==> config.mk <==
export PLATFORM = sky130hd
export DESIGN_NAME = audio_i2s_dac_tx
export DESIGN_NICKNAME = d
export VERILOG_FILES = /design/src/rtl/audio_i2s_dac_tx.sv
export SDC_FILE = /design/constraint.sdc
export NUM_CORES = 1
export LEC_CHECK = 0
export ABC_AREA = 1
export BUFFER_PORTS_ARGS = -buffer_cell sky130_fd_sc_hd__buf_4
export CAP_MARGIN = 20
export CORE_ASPECT_RATIO = 0.75
export CORE_MARGIN = 1.5
export CORE_UTILIZATION = 35
export CTS_CLUSTER_DIAMETER = 150
export CTS_CLUSTER_SIZE = 40
export DETAILED_ROUTE_END_ITERATION = 12
export GPL_TIMING_DRIVEN = 0
export HOLD_SLACK_MARGIN = 0.05
export PLACE_DENSITY = 0.6
export SLEW_MARGIN = 5
export SYNTH_ARGS = -nofsm -noshare
export SYNTH_HDL_FRONTEND = slang
export SYNTH_SLANG_ARGS = --single-unit
==> constraint.sdc <==
create_clock -name clk -period 2.3 [get_ports clk]
set_input_delay 0.69 -clock clk [delete_from_list [all_inputs] [get_ports clk]]
set_output_delay 0.69 -clock clk [all_outputs]
set_load 0.02 [all_outputs]
==> src/rtl/audio_i2s_dac_tx.sv <==
// I2S transmitter for a codec acting as bus master: a small stereo FIFO feeds a serializer
// that follows the codec's BCLK/DACLRC, sampled by the fast system clock.
module audio_i2s_dac_tx #(
    parameter int DATA_WIDTH = 16,
    parameter int FIFO_DEPTH = 4
) (
    input  logic                          clk,
    input  logic                          reset,
    input  logic                          enable,
    input  logic [2*DATA_WIDTH-1:0]       sample_data,
    input  logic                          sample_valid,
    output logic                          sample_ready,
    input  logic                          BCLK,
    input  logic                          DACLRC,
    output logic                          DACDAT,
    output logic                          underflow,
    input  logic                          underflow_clr,
    output logic [$clog2(FIFO_DEPTH):0]   fifo_level
);

    localparam int PTR_W = $clog2(FIFO_DEPTH);
    localparam int LVL_W = PTR_W + 1;
    localparam int CNT_W = $clog2(DATA_WIDTH + 1);

    typedef enum logic [1:0] {
        IDLE     = 2'd0,
        WAIT_MSB = 2'd1,
        SHIFT    = 2'd2,
        PAD      = 2'd3
    } state_t;

    state_t                  state_q, state_d;
    logic [2:0]              bclk_sync_q;
    logic [2:0]              lrc_sync_q;
    logic [DATA_WIDTH-1:0]   shreg_q, shreg_d;
    logic [DATA_WIDTH-1:0]   right_q, right_d;
    logic [CNT_W-1:0]        bitcnt_q, bitcnt_d;
    logic                    dacdat_q, dacdat_d;
    logic                    underflow_q, underflow_d;
    logic [PTR_W-1:0]        wr_ptr_q, wr_ptr_d;
    logic [PTR_W-1:0]        rd_ptr_q, rd_ptr_d;
    logic [LVL_W-1:0]        level_q, level_d;
    logic                    ready_q, ready_d;
    logic [2*DATA_WIDTH-1:0] fifo_mem_q [FIFO_DEPTH];

    logic                    bclk_fall;
    logic                    lrc_fall;
    logic                    lrc_rise;
    logic                    push;
    logic                    pop;
    logic                    fifo_empty;
    logic [2*DATA_WIDTH-1:0] head;

    // Edge pulses compare the second synchronizer stage against the history stage.
    always_comb begin
        bclk_fall  = bclk_sync_q[2] & ~bclk_sync_q[1];
        lrc_fall   = lrc_sync_q[2] & ~lrc_sync_q[1];
        lrc_rise   = ~lrc_sync_q[2] & lrc_sync_q[1];
        fifo_empty = (level_q == LVL_W'(0));
        head       = fifo_mem_q[rd_ptr_q];
        push       = sample_valid & ready_q;
        pop        = enable & lrc_fall & ~fifo_empty;
    end

    // FIFO bookkeeping: pointers, occupancy and the not-full indication.
    always_comb begin
        wr_ptr_d = wr_ptr_q;
        rd_ptr_d = rd_ptr_q;
        level_d  = level_q;
        if (push) begin
            wr_ptr_d = wr_ptr_q + PTR_W'(1);
        end else begin
            wr_ptr_d = wr_ptr_q;
        end
        if (pop) begin
            rd_ptr_d = rd_ptr_q + PTR_W'(1);
        end else begin
            rd_ptr_d = rd_ptr_q;
        end
        case ({push, pop})
            2'b10:   level_d = level_q + LVL_W'(1);
            2'b01:   level_d = level_q - LVL_W'(1);
            default: level_d = level_q;
        endcase
        ready_d = (level_d != LVL_W'(FIFO_DEPTH));
    end

    // Serializer next state; a frame edge always wins over a coincident bit-clock edge.
    always_comb begin
        state_d     = state_q;
        shreg_d     = shreg_q;
        right_d     = right_q;
        bitcnt_d    = bitcnt_q;
        dacdat_d    = dacdat_q;
        underflow_d = underflow_q;
        if (!enable) begin
            state_d  = IDLE;
            shreg_d  = '0;
            bitcnt_d = '0;
            dacdat_d = 1'b0;
        end else if (lrc_fall) begin
            state_d  = WAIT_MSB;
            bitcnt_d = '0;
            dacdat_d = bclk_fall ? 1'b0 : dacdat_q;
            if (fifo_empty) begin
                shreg_d = '0;
                right_d = '0;
            end else begin
                shreg_d = head[2*DATA_WIDTH-1:DATA_WIDTH];
                right_d = head[DATA_WIDTH-1:0];
            end
        end else if (lrc_rise && (state_q != IDLE)) begin
            state_d  = WAIT_MSB;
            shreg_d  = right_q;
            bitcnt_d = '0;
            dacdat_d = bclk_fall ? 1'b0 : dacdat_q;
        end else if (bclk_fall) begin
            case (state_q)
                IDLE: begin
                    dacdat_d = 1'b0;
                end
                WAIT_MSB: begin
                    dacdat_d = shreg_q[DATA_WIDTH-1];
                    shreg_d  = {shreg_q[DATA_WIDTH-2:0], 1'b0};
                    bitcnt_d = CNT_W'(1);
                    state_d  = SHIFT;
                end
                SHIFT: begin
                    dacdat_d = shreg_q[DATA_WIDTH-1];
                    shreg_d  = {shreg_q[DATA_WIDTH-2:0], 1'b0};
                    bitcnt_d = bitcnt_q + CNT_W'(1);
                    if (bitcnt_q == CNT_W'(DATA_WIDTH - 1)) begin
                        state_d = PAD;
                    end else begin
                        state_d = SHIFT;
                    end
                end
                PAD: begin
                    dacdat_d = 1'b0;
                end
                default: begin
                    state_d  = IDLE;
                    dacdat_d = 1'b0;
                end
            endcase
        end else begin
            state_d = state_q;
        end
        // A new underflow takes precedence over a simultaneous clear.
        if (enable && lrc_fall && fifo_empty) begin
            underflow_d = 1'b1;
        end else if (underflow_clr) begin
            underflow_d = 1'b0;
        end else begin
            underflow_d = underflow_q;
        end
    end

    // All control state, synchronizers and registered outputs.
    always_ff @(posedge clk or posedge reset) begin
        if (reset) begin
            state_q     <= IDLE;
            bclk_sync_q <= 3'b000;
            lrc_sync_q  <= 3'b000;
            shreg_q     <= '0;
            right_q     <= '0;
            bitcnt_q    <= '0;
            dacdat_q    <= 1'b0;
            underflow_q <= 1'b0;
            wr_ptr_q    <= '0;
            rd_ptr_q    <= '0;
            level_q     <= '0;
            ready_q     <= 1'b1;
        end else begin
            state_q     <= state_d;
            bclk_sync_q <= {bclk_sync_q[1:0], BCLK};
            lrc_sync_q  <= {lrc_sync_q[1:0], DACLRC};
            shreg_q     <= shreg_d;
            right_q     <= right_d;
            bitcnt_q    <= bitcnt_d;
            dacdat_q    <= dacdat_d;
            underflow_q <= underflow_d;
            wr_ptr_q    <= wr_ptr_d;
            rd_ptr_q    <= rd_ptr_d;
            level_q     <= level_d;
            ready_q     <= ready_d;
        end
    end

    // Sample storage needs no reset; occupancy decides what is valid.
    always_ff @(posedge clk) begin
        if (push) begin
            fifo_mem_q[wr_ptr_q] <= sample_data;
        end
    end

    assign sample_ready = ready_q;
    assign DACDAT       = dacdat_q;
    assign underflow    = underflow_q;
    assign fifo_level   = level_q;

endmodule

# Yosys cells after proc, flatten, opt, wreduce, memory -nomap -nowiden
# Memory sizes are Yosys's and may differ from the RTL's.
# Index checks and enable logic that the tools add are counted.
# totals
register_bits	55
latchBits	0
memories	1
output_inout_bits	6
rom_bits	0
mem_bits_rw	128
# classes
shifts	0
mux	29
eq_ne	10
order_cmp	0
bitwise	10
n_div	0
n_mul	0
add_sub_neg	5
reduce_logical	12
# mem_list
memory	depth	word_bits	read_ports	rd_clocked_by_memory_dff	write_ports	line	rtl
fifo_mem_q	4	32	1	0	1	44	logic [2*DATA_WIDTH-1:0] fifo_mem_q [FIFO_DEPTH];
# ops
operator	n
$mux 16	7
$mux 5	4
$mux 1	10
$pmux 5 s2	1
$mux 2	4
$and 1x1->1	6
$eq 2x2->1 const B	3
$pmux 3 s2	1
$reduce_and 2->1	3
$add 5x1->5 const B	1
$eq 5x4->1 const B	1
$ne 5x1->1 const B	1
$add 2x1->2 const B	2
$eq 2x1->1 const B	2
$ne 4x1->1 const B	1
$ne 4x2->1 const B	1
$not 1->1	4
$pmux 2 s2	1
$reduce_bool 2->1	2
$reduce_or 2->1	2
$add 3x1->3 const B	1
$logic_and 1x1->1	3
$logic_not 3->1	1
$ne 3x3->1 const B	1
3 further kinds	3

# Logic depth before layout (Yosys ltp)
# Gate-level depths: netlist of run 1.
# logic_depth
ltp_word	7
depth_mapped	12
mapped_depth_nobuf	11

# Worst setup path before layout of run 1
# Ideal clock, no wire load.
# synth_timing
path_type	input port to flip-flop
startpoint	input sample_valid
endpoint	memory fifo_mem_q[0][0] in the netlist's numbering (enable)
slack_ps	-348
t_required_ps	1879
stages	2
n_path_buf	0
t_arrival_ps	2227
cell_sequence	nand2_1 nor2_1
# synth_between
elab_chain_len	3
# synth_lines
item	line	rtl
start: declaration	11	input logic sample_valid,
$and 1x1->1	61	push = sample_valid & ready_q;
$mux 1	192	if (push) begin
$mux 1 (implied by the code)	193	fifo_mem_q[wr_ptr_q] <= sample_data;
end: declaration	44	
# No other way between the ends.

# Worst setup path in the final report of run 1
# layout_timing
startpoint	register level_q[0], in the netlist fifo_level[0]
endpoint	register ready_q, in the netlist sample_ready
# layout_between
elab_chain_len	6
# layout_lines
item	line	rtl
start: declaration	42	logic [LVL_W-1:0] level_q, level_d;
start signal: assignment	185	level_q <= level_d;
$logic_not 3->1 *	59	fifo_empty = (level_q == LVL_W'(0));
$not 1->1 *	62	pop = enable & lrc_fall & ~fifo_empty;
$and 1x1->1 *	62	
named net pop	50	logic pop;
$eq 2x1->1 / $eq 2x2->1 (equally long branches)	80	case ({push, pop})
$pmux 3 s2 *	80	
named net level_d[2]	42	
$ne 3x3->1 *	85	ready_d = (level_d != LVL_W'(FIFO_DEPTH));
named net ready_d	43	logic ready_q, ready_d;
end signal: assignment	186	ready_q <= ready_d;
end: declaration	43	
# The timed path passes the listed nets; every way through them passes the cells marked *.
# A chain may end at the register's enable or synchronous reset.

==> metrics, run 1 <==
vias in the first global route about 5,000; Final ANT Viol Nets 0; largest cells by area after synthesis edfxtp_1 50%, dfrtp_1 18%, nand2_1 10%; status finished, final reports clean; initial core utilization 36.0%; dpl hpwl 11,700 um; height of the die roughly 130 um; H-tree levels 4; final non-filler cell area just over 9000 um^2; CTS tree yes; MaxCap Viol Count 0; Pint 6.69 mW; Post-DP Area 8550 um^2; NetSw 3.55 mW; number of buffers created by CTS 17; CP peak stage delay 0.39 ns; #FFs+latches synth 183; Yosys top cell area share 49.8%; Worst Setup End Kind flip-flop; largest net degree at the start of global routing 33; HP Class in -> async; Synth Warn # 0; DR pass1 iterations 5; worst-path fanout max 10; Cell Rows 46; Final TNS setup 0 ns; Max VDD drop 0.538 mV; Worst-path clk slew 0.07 ns; clk_lat worst skew 0.44 ns; grt ovf 0; # IOs 45; Crit Path Category reg -> reg; GRT Total Usage 16.2%; fin crit share 91.9%; Required @ worst endpoint 2.66 ns; hold_buf cts 0; synthesized instance count between 700 and 800; Switching Share ~35%; DRT Wirelength 17,400 um; Clk network pwr share 27.3%; Final setup viols 0; P_leak 3.83 nW; Max-slew headroom 56.6%; DR vias 5,151; CP arrival 2.48 ns; Routed WL per cell 15.9 um; CTS root buf clkbuf_16; first-pass GRT wire length roughly 28,000 um; core area ~21,000 um^2; FILL cells 2,058; drt initial violations 412; slowest CP cell dfrtp_1; Combinational Power Share 28.9%; actual slew at the worst max-slew pin 0.650 ns; Seq/Total Area, Yosys between 60 and 70%; Seq pwr share between 40% and 50%; Startpoint Class flip-flop; Power Total 10.2 mW; leading area contributor after synthesis edfxtp_1; Die X 174 um; initial antenna violation count 0; Via density 4.70; post-synth cell types 29; fin. max-slew vios 0; mapped cell area 7720 um^2; Residual DRC 0; CTS Buffer Depth 2; RSZ-0062 raised after global routing no; syn avg cell area 10.6 um^2; Cell Pwr Density between 1000 and 1500 nW/um^2; synth-to-layout area growth 18.3%; Hold Fails Final Rpt 0; Fmax achieved 473 MHz; share of cells above drive strength 1 15.5%; number of port buffers 44; fin nets 845; # diodes 0; crit-path leading delay family adder cells; Post-Route Skew 0.00836 ns; fin crit period 2.11 ns; die area 23,000 um^2; CTS sink count 183; Buffers & Inverters on Critical Path 3; Mapped Nets 775; CP cell instances inv_1 -> nand2_1 -> nor2_1 -> nor2_4 -> buf_6 -> ha_1 -> inv_1 -> fa_1 -> a21oi_1 -> o21ai_1 -> xor2_1 -> nand2_1; RePlAce Congestion 0.806
cells by family after synthesis:
| family | after synthesis | synth area share [%] |
|---|---|---|
| buffers and inverters | 107 | 5.77 |
| and+or+nand+nor | 350 | 19.4 |
| AOI/OAI and AO/OA | 70 | 4.82 |
| DFF | 183 | 67.7 |
| adders and majority gates | 11 | 1.88 |
| xor gates and xnor gates | 4 | 0.454 |
layout make-up:
cell class	instances	area, um^2	share of cell area, %
sequential	183	5220	57.2
multi-input combinational	435	2090	22.9
timing repair buffer	51	453	4.96
clock buffer	19	433	4.74
tap	288	360	3.95
inverter	78	295	3.23
buffer	29	156	1.71
clock inverter	13	124	1.36
power groups by stage:
stage	clock [mW]	sequential (mW)	combinational [mW]
5_1_grt	2.97	4.54	3.33
4_1_cts	2.86	4.48	2.98
3_3_place_gp	0	4.58	2.78
6_report	2.80	4.48	2.96
2_1_floorplan	0	4.56	1.82
3_5_place_dp	0	4.54	2.95
layer usage:
metal  wire (um)  vias to the layer above  share of wire [%]  global-route usage, %
met5           0                        -                  0                      0
met4         163                        0               0.94                   3.54
met3         947                       16                5.4                   4.34
met2        7540                      115                 43                   23.3
met1        8760                     2480                 50                   24.2
li1            -                     2540                  -                      -
layout by cell type, fill, tap and decap left out, drive strengths merged, types with 7 or more instances in the layout:
cell type    n
nand2      221
edfxtp     128
inv         82
buf         71
nand3       67
dfrtp       54
nor2        54
o21ai       49
clkbuf      28
o22ai       17
ha          10
nand4        7
synth_stat cells:
library cell	number
a21oi_1	4
buf_2	15
buf_4	4
buf_6	1
clkbuf_1	9
dfrtp_1	54
dfstp_2	1
edfxtp_1	128
fa_1	1
ha_1	10
inv_1	75
inv_2	2
inv_4	1
nand2_1	215
nand2_2	4
nand2_4	2
nand3_1	65
nand3_2	2
nand4_1	7
nor2_1	49
nor2_2	2
nor2_4	2
nor2_8	1
nor3_4	1
o21ai_0	46
o21ai_1	3
o22ai_1	17
xnor2_1	1
xor2_1	3
state kept, by name, summed over array words and instances, names as in the netlist, 2 cells and up:
| name | cells |
|---|---|
| bitcnt_q | 5 |
| state_q | 2 |
| bclk_sync_q | 3 |
| lrc_sync_q | 3 |
| right_q | 16 |
| shreg_q | 16 |
| wr_ptr_q | 2 |
| rd_ptr_q | 2 |
| fifo_level | 3 |
| fifo_mem_q | 128 |
repair_timing:
item | CTS | global route
pin swaps | 1 | 1
buffers inserted | 1 | 1
hold endpoints to repair | 0 | 0
endpoints found under the setup margin | 2 | 2
resized for setup | 1 | 5
gates cloned | 0 | 0
metrics by stage:
stage / utilization, % / worst slack (ns) / cells / hold slack [ns]
finish: 42.7 / 0.185 / 1096 / 0.306
floorplan: - / -0.348 / 725 / 0.331
detailed placement: 39.9 / -0.447 / 1062 / 0.336
global route: 42.7 / 0.0198 / 1096 / 0.335
CTS: 42.6 / 0.0658 / 1095 / 0.311
global placement: 39.3 / -1.77 / 1057 / 0.334
worst paths after layout:
kind,cells after the start,endpoint,slack [ns],start
hold / removal,2,fifo_level[0]$_DFF_PP0_,0.31,reset
hold reg to reg,0,lrc_sync_q[1]$_DFF_PP0_,0.35,lrc_sync_q[0]$_DFF_PP0_
setup / recovery,12,sample_ready$_DFF_PP1_,0.19,fifo_level[0]$_DFF_PP0_
setup reg to reg,12,sample_ready$_DFF_PP1_,0.19,fifo_level[0]$_DFF_PP0_
max in group asynchronous,3,right_q[11]$_DFFE_PP0N_,1.43,reset
min in group clk,0,lrc_sync_q[1]$_DFF_PP0_,0.35,lrc_sync_q[0]$_DFF_PP0_
(Power assumes the default switching activity.)
==> run 2, diff against run 1 <==
--- a/config.mk
+++ b/config.mk
@@ -17,6 +17,7 @@
 export GPL_TIMING_DRIVEN = 0
 export HOLD_SLACK_MARGIN = 0.05
 export PLACE_DENSITY = 0.6
+export SETUP_SLACK_MARGIN = 0.3
 export SLEW_MARGIN = 5
 export SYNTH_ARGS = -nofsm -noshare
 export SYNTH_HDL_FRONTEND = slang
==> run 2 against run 1 <==
Against the previous run: sequential cell count is the same; critical path depth fell by 6; final area rose by 1.6%.
==> metrics, run 2 (synthesized netlist as in run 1, its figures left out) <==
commonest non-fill, non-tap cell in the layout nand2_1; Startpoint Class flip-flop; crit-path leading delay family buffers and inverters; DR vias 5,244 (+1.8%); CTS Buffer Depth 2 (unchanged); # diodes 0 (unchanged); Cell Rows 46 (unchanged); Worst-path clk slew 0.07 ns (about the same); # IOs 45 (unchanged); area of the multi-input gates 2120 um^2 (+1.6%); fin crit period 1.90 ns (-0.215 ns); Via density 4.75 (+1.2%); first-pass GRT wire length 28,000 um (-0.59%); Worst Setup End Kind flip-flop; synth-to-layout area growth 20.2%; vias in the first global route 5,051 (+0.18%); DR pass1 iterations 5 (unchanged); Buffers & Inverters on Critical Path 2 (-1); CP arrival 2.26 ns (-0.22 ns); Final TNS setup 0 ns (unchanged); dpl hpwl 11,800 um (+1.1%); Final ANT Viol Nets 0 (unchanged); die area 23,000 um^2 (unchanged); fin nets 853 (+0.95%); CTS tree yes; share of cells above drive strength 1 17.5% (+2.1 points); drt initial violations 451 (+9.5%); Routed WL per cell 16.1 um (+1.1%); CTS sink count 183 (unchanged); worst-path fanout max 10 (unchanged); Die X 174 um (unchanged); grt ovf 0 (unchanged); H-tree levels 4 (unchanged); Required @ worst endpoint 2.66 ns (about the same); Inst Count DP 1,062 (unchanged); fin. max-slew vios 0 (unchanged); height of the die 132 um (unchanged); Biggest register fifo_mem_q; final non-filler cell area 9280 um^2 (+1.6%); most frequent cells in the layout 213 x nand2_1, 128 x edfxtp_1, 71 x inv_1, 65 x nand3_1, 58 x buf_4; Residual DRC 0 (unchanged); Top Registers fifo_mem_q (128), right_q (16), shreg_q (16); actual slew at the worst max-slew pin 0.662 ns (+0.0125 ns); Max VDD drop 0.469 mV (-13%); clk_lat worst skew 0.43 ns (about the same); P_leak 3.90 nW (+1.6%); slowest CP cell dfrtp_1; RePlAce Congestion 0.810 (+0.60%); CTS root buf clkbuf_16; max reg flops 128 (unchanged); initial core utilization 36.0% (unchanged); fin crit share 82.6% (-9.4 points); Non-Filler Instances 1,103 (+0.64%); status finished, final reports clean; CP cell instances inv_1 -> clkbuf_1 -> o21ai_0 -> o22ai_1 -> nand2_1 -> o21ai_0; Final setup viols 0 (unchanged); Post-Route Skew 0.00899 ns (+0.000623 ns); Power Total 10.5 mW (+2.5%); HP Class in -> async; Max-slew headroom 55.8% (-0.83 points); number of port buffers 44 (unchanged); register area 5220 um^2 (unchanged); hold_buf cts 0 (unchanged); number of buffers created by CTS 17 (unchanged); Hold Fails Final Rpt 0 (unchanged); core area 21,400 um^2 (unchanged); RSZ-0062 raised after global routing no; Post-DP Area 8590 um^2 (+0.50%); Fmax achieved 527 MHz (+11%); final core occ 43.3% (+0.67 points); Crit Path Category reg -> reg; Cell Pwr Density 1130 nW/um^2 (+0.97%); CP peak stage delay 0.48 ns (+0.09 ns); MaxCap Viol Count 0 (unchanged); GRT Total Usage 16.2% (-0.023 points); DRT Wirelength 17,700 um (+1.7%); most used cell, CP o21ai_0; initial antenna violation count 0 (unchanged); largest net degree at the start of global routing 38 (+15%); FILL cells 2,053 (-0.24%)
==> run 2: changes by cell type in the layout (fill, tap and decap cells not counted), sizes merged <==
cell,previous run,this run
clkinvlp,4,2
bufinv,1,2
buf,71,79
==> run 2: metal layers <==
metal	global-route usage, %	up-vias	wire (um)
met2	24.5	158	8070
met1	23.1	2509	8340
met3	3.85	13	1140
li1	-	2564	-
met5	0	-	0
met4	4.31	0	160
==> run 2: worst paths after layout <==
path	start	to	slack, ns	cells past startpoint
min in group clk	lrc_sync_q[0]$_DFF_PP0_	lrc_sync_q[1]$_DFF_PP0_	0.34	0
setup / recovery	rd_ptr_q[1]$_DFFE_PP0P_	right_q[13]$_DFFE_PP0N_	0.40	6
hold / removal	reset	underflow$_DFFE_PP0P_	0.26	2
setup reg to reg	rd_ptr_q[1]$_DFFE_PP0P_	right_q[13]$_DFFE_PP0N_	0.40	6
hold reg to reg	lrc_sync_q[0]$_DFF_PP0_	lrc_sync_q[1]$_DFF_PP0_	0.34	0
max in group asynchronous	reset	lrc_sync_q[2]$_DFF_PP0_	1.48	3
==> run 2: timing repair <==
| item | 4_1_cts | 5_1_grt |
|---|---|---|
| setup buffers | 3 | 7 |
| gates resized for setup | 3 | 9 |
| endpoints found under the setup margin | 70 | 2 |
| pin swaps | 2 | 5 |
==> run 2: area by class of cell <==
cell class	instances	share of cell area, %
tap	288	3.89
clock buffer	19	4.67
sequential	183	56.3
multi-input combinational	435	22.9
clock inverter	12	1.55
timing repair buffer	59	5.77
buffer	29	1.69
inverter	78	3.25
==> run 2: worst reg2reg max path, cell delays in order (launching register included) <==
cell      delay (ns)
dfrtp_1         0.48
inv_1           0.24
clkbuf_1        0.49
o21ai_0         0.18
o22ai_1         0.27
nand2_1         0.10
o21ai_0         0.08
==> run 2: per-stage QoR <==
stage	hold slack [ns]	setup slack, ns
after floorplan	0.331	0.135
after global placement	0.333	-0.855
after detailed placement	0.336	-0.189
after CTS	0.273	0.343
after global routing	0.290	0.288
final	0.258	0.401
==> run 2: where the power goes <==
| part | switching (mW) | total (mW) | internal [mW] |
|---|---|---|---|
| clock | 1.29 | 2.91 | 1.62 |
| combinational | 2.10 | 3.10 | 1.00 |
| sequential | 0.229 | 4.49 | 4.27 |
